`src/rtl/led_sweeper.sv`:
```
// ---------------------------------------------------------------------------
// led_sweeper
//   One-hot LED sweeper. A single lit LED walks across NUM_LEDS outputs; the
//   step rate comes from a down-counting prescaler that reloads with
//   {delay, SHIFT'b0} on every tick, giving a period of delay*2^SHIFT + 1
//   cycles. The walk pattern is chosen by mode: bounce, wrap-up, wrap-down
//   or hold.
//
// Ports
//   clk         system clock, all state updates on the rising edge
//   reset_n     asynchronous active-low reset
//   enable      1 = prescaler runs, 0 = count/pos/dir frozen
//   delay       step period select, sampled only at reload
//   mode        00 bounce, 01 wrap-up, 10 wrap-down, 11 hold
//   led         registered one-hot output, led == 1 << pos
//   step_pulse  registered, high for one cycle per tick
// ---------------------------------------------------------------------------
module led_sweeper #(
    parameter int NUM_LEDS   = 4,
    parameter int DELAY_BITS = 4,
    parameter int SHIFT      = 22
) (
    input  logic                  clk,
    input  logic                  reset_n,
    input  logic                  enable,
    input  logic [DELAY_BITS-1:0] delay,
    input  logic [1:0]            mode,
    output logic [NUM_LEDS-1:0]   led,
    output logic                  step_pulse
);

    localparam int POS_W = (NUM_LEDS > 1) ? $clog2(NUM_LEDS) : 1;
    localparam int CNT_W = DELAY_BITS + SHIFT;

    localparam logic [POS_W-1:0] POS_ZERO = '0;
    localparam logic [POS_W-1:0] POS_ONE  = POS_W'(1);
    // Last valid position; wrap compares against this rather than relying on
    // 2^POS_W overflow, so non-power-of-two LED counts wrap correctly.
    localparam logic [POS_W-1:0] POS_LAST = POS_W'(NUM_LEDS - 1);

    typedef enum logic [1:0] {
        MODE_BOUNCE    = 2'b00,
        MODE_WRAP_UP   = 2'b01,
        MODE_WRAP_DOWN = 2'b10,
        MODE_HOLD      = 2'b11
    } mode_e;

    typedef enum logic {
        DIR_DOWN = 1'b0,
        DIR_UP   = 1'b1
    } dir_e;

    logic [CNT_W-1:0]    count_q, count_d;
    logic [POS_W-1:0]    pos_q, pos_d;
    dir_e                dir_q, dir_d;
    logic [NUM_LEDS-1:0] led_q, led_d;
    logic                step_pulse_q, step_pulse_d;

    logic [POS_W-1:0]    next_pos;
    dir_e                next_dir;
    logic                tick;

    // A tick needs both an expired count and enable; with enable low the
    // count parks at zero and the tick fires on the first enabled edge.
    assign tick = (count_q == '0) && enable;

    // Where the LED would go if a tick happened now, given the sampled mode.
    always_comb begin : step_logic
        // NOTE: every signal driven here gets a default first, so no path
        // leaves it unassigned and no latch is inferred.
        next_pos = pos_q;
        next_dir = dir_q;
        case (mode_e'(mode))
            MODE_BOUNCE: begin
                // A single LED has nowhere to go; also keeps pos-1 from
                // underflowing below.
                if (NUM_LEDS > 1) begin
                    if (dir_q == DIR_UP) begin
                        // At an endpoint reverse and step in the same tick.
                        if (pos_q == POS_LAST) begin
                            next_dir = DIR_DOWN;
                            next_pos = pos_q - POS_ONE;
                        end else begin
                            next_pos = pos_q + POS_ONE;
                        end
                    end else begin
                        if (pos_q == POS_ZERO) begin
                            next_dir = DIR_UP;
                            next_pos = pos_q + POS_ONE;
                        end else begin
                            next_pos = pos_q - POS_ONE;
                        end
                    end
                end
            end
            MODE_WRAP_UP: begin
                next_dir = DIR_UP;
                next_pos = (pos_q == POS_LAST) ? POS_ZERO : pos_q + POS_ONE;
            end
            MODE_WRAP_DOWN: begin
                next_dir = DIR_DOWN;
                next_pos = (pos_q == POS_ZERO) ? POS_LAST : pos_q - POS_ONE;
            end
            default: begin
                // Hold: position and direction stay put, prescaler keeps running.
                next_pos = pos_q;
                next_dir = dir_q;
            end
        endcase
    end

    always_comb begin : next_state
        count_d      = count_q;
        pos_d        = pos_q;
        dir_d        = dir_q;
        step_pulse_d = 1'b0;
        if (tick) begin
            // delay is only looked at here, so a change mid-countdown lets the
            // current period finish before the new one applies.
            count_d      = CNT_W'(delay) << SHIFT;
            pos_d        = next_pos;
            dir_d        = next_dir;
            step_pulse_d = 1'b1;
        end else if (enable) begin
            count_d = count_q - CNT_W'(1);
        end
        // Decoded from pos_d so led is registered and moves on the same edge
        // as pos.
        led_d = NUM_LEDS'(1) << pos_d;
    end

    // NOTE: state flops use non-blocking assignments so every register
    // samples the pre-edge values of the others.
    always_ff @(posedge clk or negedge reset_n) begin
        if (!reset_n) begin
            count_q      <= '0;
            pos_q        <= '0;
            dir_q        <= DIR_UP;
            led_q        <= NUM_LEDS'(1);
            step_pulse_q <= 1'b0;
        end else begin
            count_q      <= count_d;
            pos_q        <= pos_d;
            dir_q        <= dir_d;
            led_q        <= led_d;
            step_pulse_q <= step_pulse_d;
        end
    end

    assign led        = led_q;
    assign step_pulse = step_pulse_q;

endmodule

```
`config.mk`:
```
export PLATFORM = sky130hd
export DESIGN_NAME = led_sweeper
export DESIGN_NICKNAME = d
export VERILOG_FILES = /design/src/rtl/led_sweeper.sv
export SDC_FILE = /design/constraint.sdc
export NUM_CORES = 1
export LEC_CHECK = 0
export BUFFER_PORTS_ARGS = -buffer_cell sky130_fd_sc_hd__buf_2
export CAP_MARGIN = 20
export CELL_PAD_IN_SITES_DETAIL_PLACEMENT = 1
export CELL_PAD_IN_SITES_GLOBAL_PLACEMENT = 1
export CORE_ASPECT_RATIO = 1.1
export CORE_UTILIZATION = 30
export CTS_BUF_LIST = sky130_fd_sc_hd__clkbuf_2
export DETAILED_ROUTE_END_ITERATION = 16
export PLACE_DENSITY_LB_ADDON = 0.1
export SKIP_LAST_GASP = 1
export SLEW_MARGIN = 20
export SYNTH_ARGS = -nofsm -noshare
export SYNTH_HDL_FRONTEND = slang
export SYNTH_SLANG_ARGS = --single-unit
```
`constraint.sdc`:
```
create_clock -name clk -period 5 [get_ports clk]
set_input_delay 0.25 -clock clk [delete_from_list [all_inputs] [get_ports clk]]
set_output_delay 0.25 -clock clk [all_outputs]
set_load 0.01 [all_outputs]
```
==> metrics <==
CTS tree=yes; ys flop type=dfrtp_1; reg2reg start=count_q[3]$_DFFE_PN0P_; P_leak=0.928 nW; post-route setup slack=2.23 ns; routed len/inst=15.7 um; vias in the first global route=1559; IO buf count=13; Tot Pwr=855 uW; Slew @ Worst Pin=0.874 ns; num rows=29; GR peak layer=met2; fin cells=290; CP Class=register to register; Clk Latency, worst-skew pair=0.37 ns; placed cells=281; Congestion Overflow GR=0; FMAX=361 MHz; GR Util met2=0.272; Slew Limit Fails=0; M1 GR Usage=0.180; clk sink count=34; clock period minus worst slack=2.77 ns; VDD IR max=0.205 mV; Synthesis Warnings=0; # diodes=0; final hold vios=0; Synth Instances=194; I/O pin total=14; ys async rst share=1.00; clk_skew=0.0185 ns; antenna viol nets, final=0; clock buffer depth=2; Arr. time, crit path=3.08 ns; Placement Setup Slack=2.24 ns; Tot GR Track Use=0.153; Via density=5.07; FF+latch count, synth=34; Hold WC Path Type=primary input to register; via count=1470; worst-path fanout max=13; GR met3 Demand/Resource=0.0355; Required @ worst endpoint=5.31 ns; wirelength, routed=4.56 mm; antenna violations before repair=0; DR DRC count=0; Core Region=5910 um2; DPL Wire Length=3.46 mm; Reg clk slew, reported paths=0.18 ns; DP Area=2030 um2; CTS H-tree lvls=2; Period Utilization, post-route=0.554; outcome=completed; final RePlAce weighted congestion=0.716; crit path launch type=register; CTS Buf Count=5; first-pass GRT wire length=7.72 mm; worst rel slew slack=0.416; RSZ-0062 raised after global routing=no; Area growth syn-to-layout=10.5%; Die Ht=85.0 um; Initial Util=0.318; Netlist Area Pre-Place=1880 um2; area of the die=6590 um2; syn_nets=211; drt pass-1 iters=4; largest net degree at the start of global routing=35; EDFF count, synth=0; max-cap viol count=0; post-synthesis sequential area ratio=0.454; Yosys cell types=47; Final Setup Violations=0; Chip Width=77.5 um; setup TNS=0 ns; CTS root buffer=clkbuf_2; Pwr Density=412 nW/um2; worst hold start=enable; design area=2080 um2; Worst setup startpoint=count_q[3]$_DFFE_PN0P_; crit end category=register; Filler Cell Count=700; DR iter-0 viols=42; # nets final=229; fraction of layout cells with a size suffix above 1=0.160; Avg Inst Size Synth=9.69 um2
flip-flops by register name, summed over array words and instances (netlist names):
register / count
step_pulse: 1
pos_q: 2
led: 4
count_q: 26
dir_q: 1
layout make-up:
cell class	count	area, um2	area share
tap	77	96.3	0.0464
timing repair buffer	15	82.6	0.0398
inverter	13	48.8	0.0235
sequential	34	853	0.411
clock buffer	6	30.0	0.0145
multi-input combinational	143	956	0.461
clock inverter	2	8.76	0.00422
Yosys cell counts, types with 2 or more instances:
library cell | n | share of area
a21oi_1 | 5 | 0.013
a22o_1 | 2 | 0.0093
a22oi_1 | 2 | 0.0080
a31oi_1 | 3 | 0.010
buf_2 | 2 | 0.0053
dfrtp_1 | 32 | 0.43
dfstp_2 | 2 | 0.028
ha_1 | 8 | 0.053
inv_1 | 13 | 0.026
mux2_2 | 2 | 0.012
nand2_1 | 14 | 0.028
nand3_1 | 4 | 0.011
nand3b_1 | 4 | 0.016
nand4_1 | 2 | 0.0067
nand4b_1 | 2 | 0.0093
nor2_1 | 30 | 0.060
nor2b_1 | 2 | 0.0067
nor3_1 | 6 | 0.016
nor3_2 | 2 | 0.011
nor4_1 | 3 | 0.010
o21ai_0 | 6 | 0.016
o31ai_1 | 4 | 0.016
or2_2 | 2 | 0.0067
or3_1 | 2 | 0.0067
or4_1 | 4 | 0.016
xnor2_1 | 7 | 0.033
xor2_1 | 9 | 0.042
timing repair:
action | CTS | global route
setup endpoints to repair | 0 | 0
hold endpoints to repair | 32 | 0
resized for setup | 0 | 0
hold buffers | 1 | 0
buffers inserted | 0 | 0
logic make-up (layout without fill, tap and decap cells):
logic type / count (synthesis) / after routing / share of synthesized area
AO/OA/AOI/OAI: 26 / 26 / 0.0892
XOR/XNOR: 16 / 16 / 0.0746
adder cells (fa/ha/maj): 8 / 8 / 0.0533
buffers and inverters: 17 / 36 / 0.0373
flip-flops: 34 / 34 / 0.454
multiplexers: 3 / 3 / 0.0173
AND/OR/NAND/NOR: 90 / 90 / 0.274
critical path, stage by stage, from the launching register on:
cell     delay [ns]
dfrtp_1        0.47
or4_4          0.57
or3_4          0.45
nor3_2         0.60
buf_4          0.31
o21ai_0        0.11
a22oi_1        0.20
metrics by stage:
stage                util  hold slack [ns]
floorplan               -          -0.0456
global placement    0.343            0.371
detailed placement  0.343            0.389
CTS                 0.351            0.168
global route        0.351            0.159
finish              0.351            0.213
where the power goes:
part / total [mW] / switching (mW) / internal [mW]
Combinational: 0.280 / 0.161 / 0.118
Clock: 0.129 / 0.0941 / 0.0344
Sequential: 0.447 / 0.0941 / 0.353
Total: 0.855 / 0.350 / 0.505
worst paths after layout:
path                                           endpoint  slack, ns  depth (start not counted)
worst max-delay path            count_q[23]$_DFFE_PN0P_       2.23                          6
worst min-delay path            count_q[24]$_DFFE_PN0P_       0.21                          2
worst max register to register  count_q[23]$_DFFE_PN0P_       2.23                          6
worst min register to register  count_q[10]$_DFFE_PN0P_       0.54                          1
max in group asynchronous       count_q[20]$_DFFE_PN0P_       4.01                          2
min in group asynchronous        count_q[1]$_DFFE_PN0P_       0.48                          2
cell usage in the layout (no fill, tap or decap), types with 2 or more instances in the layout:
| cell | netlist | final |
|---|---|---|
| nor4_1 | 3 | 3 |
| or3_1 | 2 | 2 |
| nor2_1 | 30 | 30 |
| a21oi_1 | 5 | 5 |
| o31ai_1 | 4 | 4 |
| a22oi_1 | 2 | 2 |
| buf_2 | 2 | 13 |
| nand4_1 | 2 | 2 |
| xnor2_1 | 7 | 7 |
| nand4b_1 | 2 | 2 |
| dfrtp_1 | 32 | 32 |
| nor2b_1 | 2 | 2 |
| or2_2 | 2 | 2 |
| o21ai_0 | 6 | 6 |
| clkbuf_2 | 0 | 6 |
| xor2_1 | 9 | 9 |
| dfstp_2 | 2 | 2 |
| a22o_1 | 2 | 2 |
| nor3_2 | 2 | 2 |
| nand2_1 | 14 | 14 |
| or4_1 | 4 | 4 |
| nand3b_1 | 4 | 4 |
| mux2_2 | 2 | 2 |
| ha_1 | 8 | 8 |
| nor3_1 | 6 | 6 |
| inv_1 | 13 | 13 |
| nand3_1 | 4 | 4 |
| a31oi_1 | 3 | 3 |
layer usage:
metal | part of all wire | vias up
met4 | 0.011 | 0
met3 | 0.016 | 5
met5 | 0 | -
li1 | - | 710
met1 | 0.43 | 742
met2 | 0.54 | 13
No activity file was read; power rests on OpenSTA's default activity.
